==> src/rtl/vend_dispense_ctrl.sv <==
// Vending sequencing controller: coin credit accumulation, price check on selection,
// timed dispense pulse, then unit-by-unit change payout before a one-cycle done strobe.
module vend_dispense_ctrl #(
    parameter int PULSE_CYC  = 4,
    parameter int GAP_CYC    = 2,
    parameter int MAX_CREDIT = 15
) (
    input  logic       clk,
    input  logic       rst_n,
    input  logic       coin_valid_i,
    input  logic [1:0] coin_i,
    input  logic       sel_valid_i,
    input  logic [1:0] sel_i,
    output logic [3:0] credit_o,
    output logic       disp_en_o,
    output logic [1:0] disp_id_o,
    output logic       chg_pulse_o,
    output logic       coin_reject_o,
    output logic       err_insuf_o,
    output logic       busy_o,
    output logic       listo_o
);

    localparam int TMAX = (PULSE_CYC > GAP_CYC) ? PULSE_CYC : GAP_CYC;
    localparam int TW   = $clog2(TMAX) + 1;

    typedef enum logic [2:0] {
        IDLE = 3'd0,
        DISP = 3'd1,
        GAP  = 3'd2,
        CHG  = 3'd3,
        DONE = 3'd4
    } state_t;

    state_t        state_q, state_d;
    logic [TW-1:0] timer_q, timer_d;
    logic [3:0]    credit_q, credit_d;
    logic [1:0]    disp_id_q, disp_id_d;
    logic          coin_reject_q, coin_reject_d;
    logic          err_insuf_q, err_insuf_d;
    logic          disp_en_q, chg_pulse_q, busy_q, listo_q;
    logic [4:0]    coin_sum_s;
    logic [3:0]    price_s;

    function automatic logic [3:0] coin_value(input logic [1:0] code);
        case (code)
            2'b00:   coin_value = 4'd0;
            2'b01:   coin_value = 4'd1;
            2'b10:   coin_value = 4'd2;
            default: coin_value = 4'd5;
        endcase
    endfunction

    function automatic logic [3:0] price_of(input logic [1:0] code);
        case (code)
            2'b00:   price_of = 4'd0;
            2'b01:   price_of = 4'd2;
            2'b10:   price_of = 4'd3;
            default: price_of = 4'd5;
        endcase
    endfunction

    // Next-state, timer, credit and strobe decisions.
    always_comb begin
        state_d       = state_q;
        timer_d       = timer_q;
        credit_d      = credit_q;
        disp_id_d     = 2'b00;
        err_insuf_d   = 1'b0;
        coin_reject_d = coin_valid_i && (state_q != IDLE);
        coin_sum_s    = {1'b0, credit_q} + {1'b0, coin_value(coin_i)};
        price_s       = price_of(sel_i);
        case (state_q)
            IDLE: begin
                timer_d = '0;
                // A coin colliding with a selection is returned; the selection sees pre-coin credit.
                if (coin_valid_i && (coin_i != 2'b00)) begin
                    if (sel_valid_i || (coin_sum_s > 5'(MAX_CREDIT))) begin
                        coin_reject_d = 1'b1;
                    end else begin
                        credit_d = coin_sum_s[3:0];
                    end
                end else begin
                    coin_reject_d = 1'b0;
                end
                if (sel_valid_i) begin
                    if (sel_i == 2'b00) begin
                        if (credit_q != 4'd0) begin
                            state_d = GAP;
                        end else begin
                            state_d = IDLE;
                        end
                    end else if (credit_q >= price_s) begin
                        state_d   = DISP;
                        credit_d  = credit_q - price_s;
                        disp_id_d = sel_i;
                    end else begin
                        err_insuf_d = 1'b1;
                    end
                end else begin
                    state_d = IDLE;
                end
            end
            DISP: begin
                disp_id_d = disp_id_q;
                if (timer_q == TW'(PULSE_CYC - 1)) begin
                    state_d   = GAP;
                    timer_d   = '0;
                    disp_id_d = 2'b00;
                end else begin
                    timer_d = timer_q + TW'(1);
                end
            end
            GAP: begin
                if (timer_q == TW'(GAP_CYC - 1)) begin
                    timer_d = '0;
                    state_d = (credit_q != 4'd0) ? CHG : DONE;
                end else begin
                    timer_d = timer_q + TW'(1);
                end
            end
            CHG: begin
                if (timer_q == TW'(PULSE_CYC - 1)) begin
                    state_d  = GAP;
                    timer_d  = '0;
                    credit_d = credit_q - 4'd1;
                end else begin
                    timer_d = timer_q + TW'(1);
                end
            end
            DONE: begin
                state_d  = IDLE;
                timer_d  = '0;
                credit_d = 4'd0;
            end
            default: begin
                state_d  = IDLE;
                timer_d  = '0;
                credit_d = 4'd0;
            end
        endcase
    end

    // State, datapath and output registers; outputs decode the next state so they are registered.
    always_ff @(posedge clk or negedge rst_n) begin
        if (!rst_n) begin
            state_q       <= IDLE;
            timer_q       <= '0;
            credit_q      <= 4'd0;
            disp_id_q     <= 2'b00;
            coin_reject_q <= 1'b0;
            err_insuf_q   <= 1'b0;
            disp_en_q     <= 1'b0;
            chg_pulse_q   <= 1'b0;
            busy_q        <= 1'b0;
            listo_q       <= 1'b0;
        end else begin
            state_q       <= state_d;
            timer_q       <= timer_d;
            credit_q      <= credit_d;
            disp_id_q     <= disp_id_d;
            coin_reject_q <= coin_reject_d;
            err_insuf_q   <= err_insuf_d;
            disp_en_q     <= (state_d == DISP);
            chg_pulse_q   <= (state_d == CHG);
            busy_q        <= (state_d != IDLE);
            listo_q       <= (state_d == DONE);
        end
    end

    assign credit_o      = credit_q;
    assign disp_en_o     = disp_en_q;
    assign disp_id_o     = disp_id_q;
    assign chg_pulse_o   = chg_pulse_q;
    assign coin_reject_o = coin_reject_q;
    assign err_insuf_o   = err_insuf_q;
    assign busy_o        = busy_q;
    assign listo_o       = listo_q;

endmodule
==> config.mk <==
export PLATFORM = sky130hd
export DESIGN_NAME = vend_dispense_ctrl
export DESIGN_NICKNAME = d
export VERILOG_FILES = /design/src/rtl/vend_dispense_ctrl.sv
export SDC_FILE = /design/constraint.sdc
export NUM_CORES = 1
export LEC_CHECK = 0
export BUFFER_PORTS_ARGS = -buffer_cell sky130_fd_sc_hd__buf_2
export CORE_MARGIN = 3
export CORE_UTILIZATION = 40
export CTS_CLUSTER_SIZE = 24
export DETAILED_ROUTE_END_ITERATION = 8
export PLACE_DENSITY = 0.71
export REMOVE_ABC_BUFFERS = 1
export SLEW_MARGIN = 15
export SYNTH_ARGS = -nofsm -noshare
export SYNTH_HDL_FRONTEND = slang
export SYNTH_SLANG_ARGS = --single-unit
==> constraint.sdc <==
create_clock -name clk -period 2.9 [get_ports clk]
set_clock_uncertainty 0.1 [all_clocks]
set_input_delay 0.145 -clock clk [delete_from_list [all_inputs] [get_ports clk]]
set_output_delay 0.145 -clock clk [all_outputs]
set_load 0.02 [all_outputs]
==> results of run 1 <==
-- cell families (layout without fill, tap and decap cells) --
family          Yosys count  in the layout  share of synthesized area
buf+inv                  17             38                     0.0523
fa+ha+maj                16             16                      0.167
mux                       5              5                     0.0397
xor+xnor                  2              2                     0.0136
compound gates           33             33                      0.185
flops                    18             18                      0.349
simple gates             49             49                      0.194
-- worst paths after layout --
path / start / to / slack [ns] / cells past startpoint
max: credit_o[0]$_DFFE_PN0P_ / busy_o$_DFF_PN0_ / 0.36 / 8
min: sel_i[1] / disp_id_o[1]$_DFFE_PN0P_ / 0.02 / 2
max reg2reg: credit_o[0]$_DFFE_PN0P_ / busy_o$_DFF_PN0_ / 0.36 / 8
min reg2reg: timer_q[0]$_DFF_PN0_ / timer_q[0]$_DFF_PN0_ / 0.38 / 1
max in group asynchronous: rst_n / err_insuf_o$_DFF_PN0_ / 2.20 / 2
min in group asynchronous: rst_n / timer_q[2]$_DFF_PN0_ / 0.21 / 2
-- sequential cells by signal, summed over array words and instances, names as in the netlist --
register	count
chg_pulse_o	1
timer_q	3
busy_o	1
coin_reject_o	1
disp_en_o	1
listo_o	1
err_insuf_o	1
credit_o	4
state_q	3
disp_id_o	2
-- per-layer routing --
layer	GRT usage	part of all wire	vias to the layer above	wire (microns)
met1	0.190	0.46	524	1230
met4	0.0413	0.014	0	36
met3	0.0432	0.041	7	110
met2	0.257	0.48	22	1280
met5	0	0	-	0
li1	-	-	533	-
-- final cells by class --
class | count | area, sq um | share of cell area
multi-input cells | 105 | 773 | 0.524
flip-flops and latches | 18 | 450 | 0.305
repair buffers | 21 | 115 | 0.0780
well taps | 42 | 52.6 | 0.0356
inverters | 13 | 48.8 | 0.0331
clock buffers | 4 | 36.3 | 0.0246
-- worst max-delay path, cell delays in order (launching register included) --
cell and delay (ns):
dfrtp_1 0.45, inv_1 0.14, ha_1 0.19, inv_1 0.06, fa_1 0.40, a211oi_1 0.44
a31oi_1 0.22, nor2_1 0.30, nand3b_1 0.11
-- power by group through the flow --
stage / clock network, mW / registers [mW] / logic (mW)
2_1_floorplan: 0 / 0.495 / 0.468
3_3_place_gp: 0 / 0.462 / 0.671
3_5_place_dp: 0 / 0.468 / 0.689
4_1_cts: 0.161 / 0.462 / 0.697
5_1_grt: 0.173 / 0.486 / 0.789
6_report: 0.155 / 0.462 / 0.690
-- per-stage QoR --
step                      power (mW)  hold WS [ns]
final                           1.31        0.0179
after global routing            1.45       0.00778
after CTS                       1.32        0.0130
after detailed placement        1.16      0.000856
after global placement          1.13      -0.00515
after floorplan                0.963        -0.251
-- synth_stat cells (2+ instances only) --
library cell  count  area share
a211oi_1          3       0.017
a21o_1            2       0.012
a21oi_1           6       0.023
a22o_1            2       0.014
a31oi_1           2      0.0097
a32oi_1           3       0.020
and2_1            2      0.0097
buf_2             3       0.012
dfrtp_1          18        0.35
fa_1              2       0.031
ha_1             14        0.14
inv_1            12       0.035
mux2i_1           4       0.031
nand2_1           7       0.020
nand2b_1          2      0.0097
nand3_1           4       0.016
nor2_1           19       0.055
nor2b_1           4       0.019
o21ai_0           6       0.023
o22ai_1           2      0.0097
or2_2             3       0.015
==> results.toml, run 1 <==
[pwr]
switchingPower_mw = 0.601
power_leakage_nw = 0.698
power.internal_mw = 0.706
switching_share = 0.460
peakVddDrop_uv = 518
p_per_area_nw_per_um2 = 885
seqPwrFrac = 0.354
pwr-share-comb = 0.528
p_clk_frac = 0.119

[synth]
synth_edf_count = 0
yosysWarnings = 0
syn_area_per_cell_sq_um = 9.22
synthArstFlopShare = 1.00
synth_area_sq_um = 1290
ys_seq_area_frac = 0.349
ys_ff_latch = 18
ys_types = 41
synth_ff_type = "dfrtp_1"
syn-instance-count = 140

[routing]
avgViaCountPerCell = 5.35
drc = 0
ant_nets = 0
wl_per_cell_microns = 13.1
routed_wl_microns = 2650
drt_pass1_iterations = 4
vias = 1086
dr.first_iter.drc_count = 37

[critical_path]
arrival_ns = 2.61
startpoint_type = "flop"
worstPathRequired_ns = 2.97
crit_path_max_fanout = 6
crit_type = "reg -> reg"
end_kind = "flop"

[final_layout]
layout_common_cells = "nor2_1, buf_2, dfrtp_1, ha_1, inv_1"
fin_nets = 186
antenna_cells = 0
fin_util = 0.505
area_delta_synth_final_pct = 14.3
layout.cells.non_filler = 203
drive_gt1_frac = 0.211
num-fill-cells = 284
finalInstanceArea_sq_um = 1480

[outcome]
status = "completed"

[floorplanning]
chipWidth_microns = 62.8
start_util = 0.442
coreArea_sq_um = 2920
ios = 20
die_h_microns = 62.8
dieArea_sq_um = 3950
core.rowCount = 19

[global_route]
grt_max_degree = 19
grt_overflow_total = 0
track_usage = 0.153
antenna_found_initial = 0
grt_pass1_wl_microns = 4930
grt_pass1_vias = 1090

[hold_path]
min_path_type = "in -> reg"

[job]
max_cap_viol_count = 0

[clock_tree]
cts_buffers = 3
clock_sinks = 18
clk_pin_slew_ns = 0.10
cts_buffer_depth = 2
cts_root_buf = "clkbuf_4"
cts_setup_buffers = 0
cts_tree = "done"
clk_latency_ns = 0.29
hold_buffers = 2
h-tree-depth = 1
cts_resized = 0

[placement]
gp_congestion = 0.870
port_buffers = 19
placed_cell_area_sq_um = 1420
dp_cells = 197
place_ws_ns = 0.389
hpwlAfterDp_microns = 2070

[timing]
fin_ws_ns = 0.365
hold_violations = 0
max_slew_margin = 0.670
fin_crit_sh = 0.874
rsz0062_at_grt = "false"
finalWorstPathRequiredPeriod_ns = 2.54
fin_setup_tns_ns = 0
fmax_ghz = 0.394
tightest_slew_ns = 0.491
setup_viol = 0
slew_violations = 0
(Power assumes the default switching activity.)
==> run 2, diff against run 1 <==
==> constraint.sdc (replaced) <==
create_clock -name clk -period 3.1 [get_ports clk]
set_clock_uncertainty 0.1 [all_clocks]
set_input_delay 0.155 -clock clk [delete_from_list [all_inputs] [get_ports clk]]
set_output_delay 0.155 -clock clk [all_outputs]
set_load 0.02 [all_outputs]
==> run 2 against run 1 <==
Against the previous run:
- sequential power is 6.3% lower
- clock power fell by 6%
- fmax is 0.23% lower
- largest cell class unchanged
- final cell count stayed put
- critical path type unchanged
==> results.toml, run 2 (synthesized netlist as in run 1, its figures left out) <==
[global_route]
track_usage = 0.148
grt_pass1_vias = 1028
grt_overflow_total = 0
grt_pass1_wl_microns = 4750
antenna_found_initial = 0
grt_max_degree = 19

[timing]
finalWorstPathRequiredPeriod_ns = 2.54
fin_crit_sh = 0.820
hold_violations = 0
rsz0062_at_grt = "false"
tightest_slew_ns = 0.545
setup_viol = 0
fin_setup_tns_ns = 0
fmax_ghz = 0.394
slew_violations = 0
max_slew_margin = 0.634

[critical_path]
crit_type = "reg -> reg"
crit_family = "compound AO/OA/AOI/OAI gates"
crit_cells = 7
crit_path_end = "credit_o[1]$_DFFE_PN0P_"
arrival_ns = 2.60
r2r_end = "credit_o[1]$_DFFE_PN0P_"
max_stage_delay_ns = 0.45
r2r_setup_slack_ns = 0.56
worstPathCellList = "ha_1 -> fa_1 -> a21o_1 -> a211oi_4 -> mux2_2 -> o211ai_1 -> o21ai_0"
crit_slowest_cell = "dfrtp_1"
worstPathRequired_ns = 3.16
reg2reg_from = "credit_o[0]$_DFFE_PN0P_"
critPathLaunch = "credit_o[0]$_DFFE_PN0P_"
end_kind = "flop"
crit_buf_inv = 0
startpoint_type = "flop"
r2r.worst_path.cells = 7
crit_path_max_fanout = 6

[pwr]
peakVddDrop_uv = 437
p_per_area_nw_per_um2 = 828
power_leakage_nw = 0.698

[routing]
dr.first_iter.drc_count = 46
routed_wl_microns = 2590
wl_per_cell_microns = 12.8
drt_pass1_iterations = 4
avgViaCountPerCell = 5.21
ant_nets = 0
vias = 1057
drc = 0

[floorplanning]
chipWidth_microns = 62.8
die_h_microns = 62.8
coreArea_sq_um = 2920
dieArea_sq_um = 3950
ios = 20
core.rowCount = 19
start_util = 0.442

[placement]
port_buffers = 19
gp_congestion = 0.871
hpwlAfterDp_microns = 2040
placed_cell_area_sq_um = 1420

[final_layout]
finalInstanceArea_sq_um = 1480
drive_gt1_frac = 0.211
layout_common_cells = "nor2_1, buf_2, dfrtp_1, ha_1, inv_1"
antenna_cells = 0
fin_nets = 186
largest_register_ffs = 4
multiInputGateArea_sq_um = 773
seq_area_sq_um = 450
num-fill-cells = 286
area_delta_synth_final_pct = 14.3

[clock_tree]
clock_sinks = 18
cts_root_buf = "clkbuf_4"
cts_buffer_depth = 2
cts_tree = "done"
clk_pin_slew_ns = 0.10
cts_buffers = 3
clk_latency_ns = 0.29
h-tree-depth = 1
cts_setup_buffers = 0

[hold_path]
min_path_type = "in -> reg"

[outcome]
status = "completed"

[job]
max_cap_viol_count = 0
==> run 2: cell counts in the layout (fill, tap and decap cells not counted) <==
No cell type changed its count.
==> run 2: timing repair <==
item | in CTS | in global routing
hold buffers | 2 | 0
hold endpoints to repair | 19 | 0
gates resized for setup | 0 | 0
==> run 2: how the worst min path moves through the flow <==
stage                     startpoint                  endpoint  slack (ns)  cells after the start
final                       sel_i[0]  disp_id_o[0]$_DFFE_PN0P_        0.01                      2
after global routing        sel_i[0]  disp_id_o[0]$_DFFE_PN0P_       0.001                      2
after detailed placement       rst_n      timer_q[0]$_DFF_PN0_        0.01                      1
after CTS                   sel_i[0]  disp_id_o[0]$_DFFE_PN0P_      0.0003                      2
after floorplan                rst_n          busy_o$_DFF_PN0_       -0.24                      0
after global placement         rst_n      timer_q[1]$_DFF_PN0_       0.005                      1
==> run 2: final cells by class <==
class                   instances  share of cell area
multi-input cells             105               0.524
flip-flops and latches         18               0.305
well taps                      42              0.0356
clock buffers                   4              0.0246
repair buffers                 21              0.0780
inverters                      13              0.0331
==> run 2: metrics by stage <==
step / hold WS, ns / util / std cells / total power [mW] / setup slack (ns)
detailed placement: 0.00983 / 0.486 / 197 / 1.08 / 0.590
global route: 0.00127 / 0.505 / 203 / 1.35 / 0.319
CTS: 0.000279 / 0.505 / 203 / 1.24 / 0.565
global placement: 0.00520 / 0.486 / 197 / 1.06 / 0.664
floorplan: -0.241 / - / 136 / 0.900 / 0.663
finish: 0.0118 / 0.505 / 203 / 1.22 / 0.559
==> run 2: power by group <==
part / leakage [nW] / switching [mW] / internal (mW)
sequential: 0.225 / 0.125 / 0.309
combinational: 0.453 / 0.364 / 0.280
clock: 0.0210 / 0.0738 / 0.0716
total: 0.698 / 0.562 / 0.660
==> run 2: layer usage <==
metal	global-route usage	share of wire	wire length, microns
met4	0.0303	0.0054	14
met3	0.0360	0.059	152
met1	0.196	0.46	1180
met2	0.244	0.48	1240
met5	0	0	0
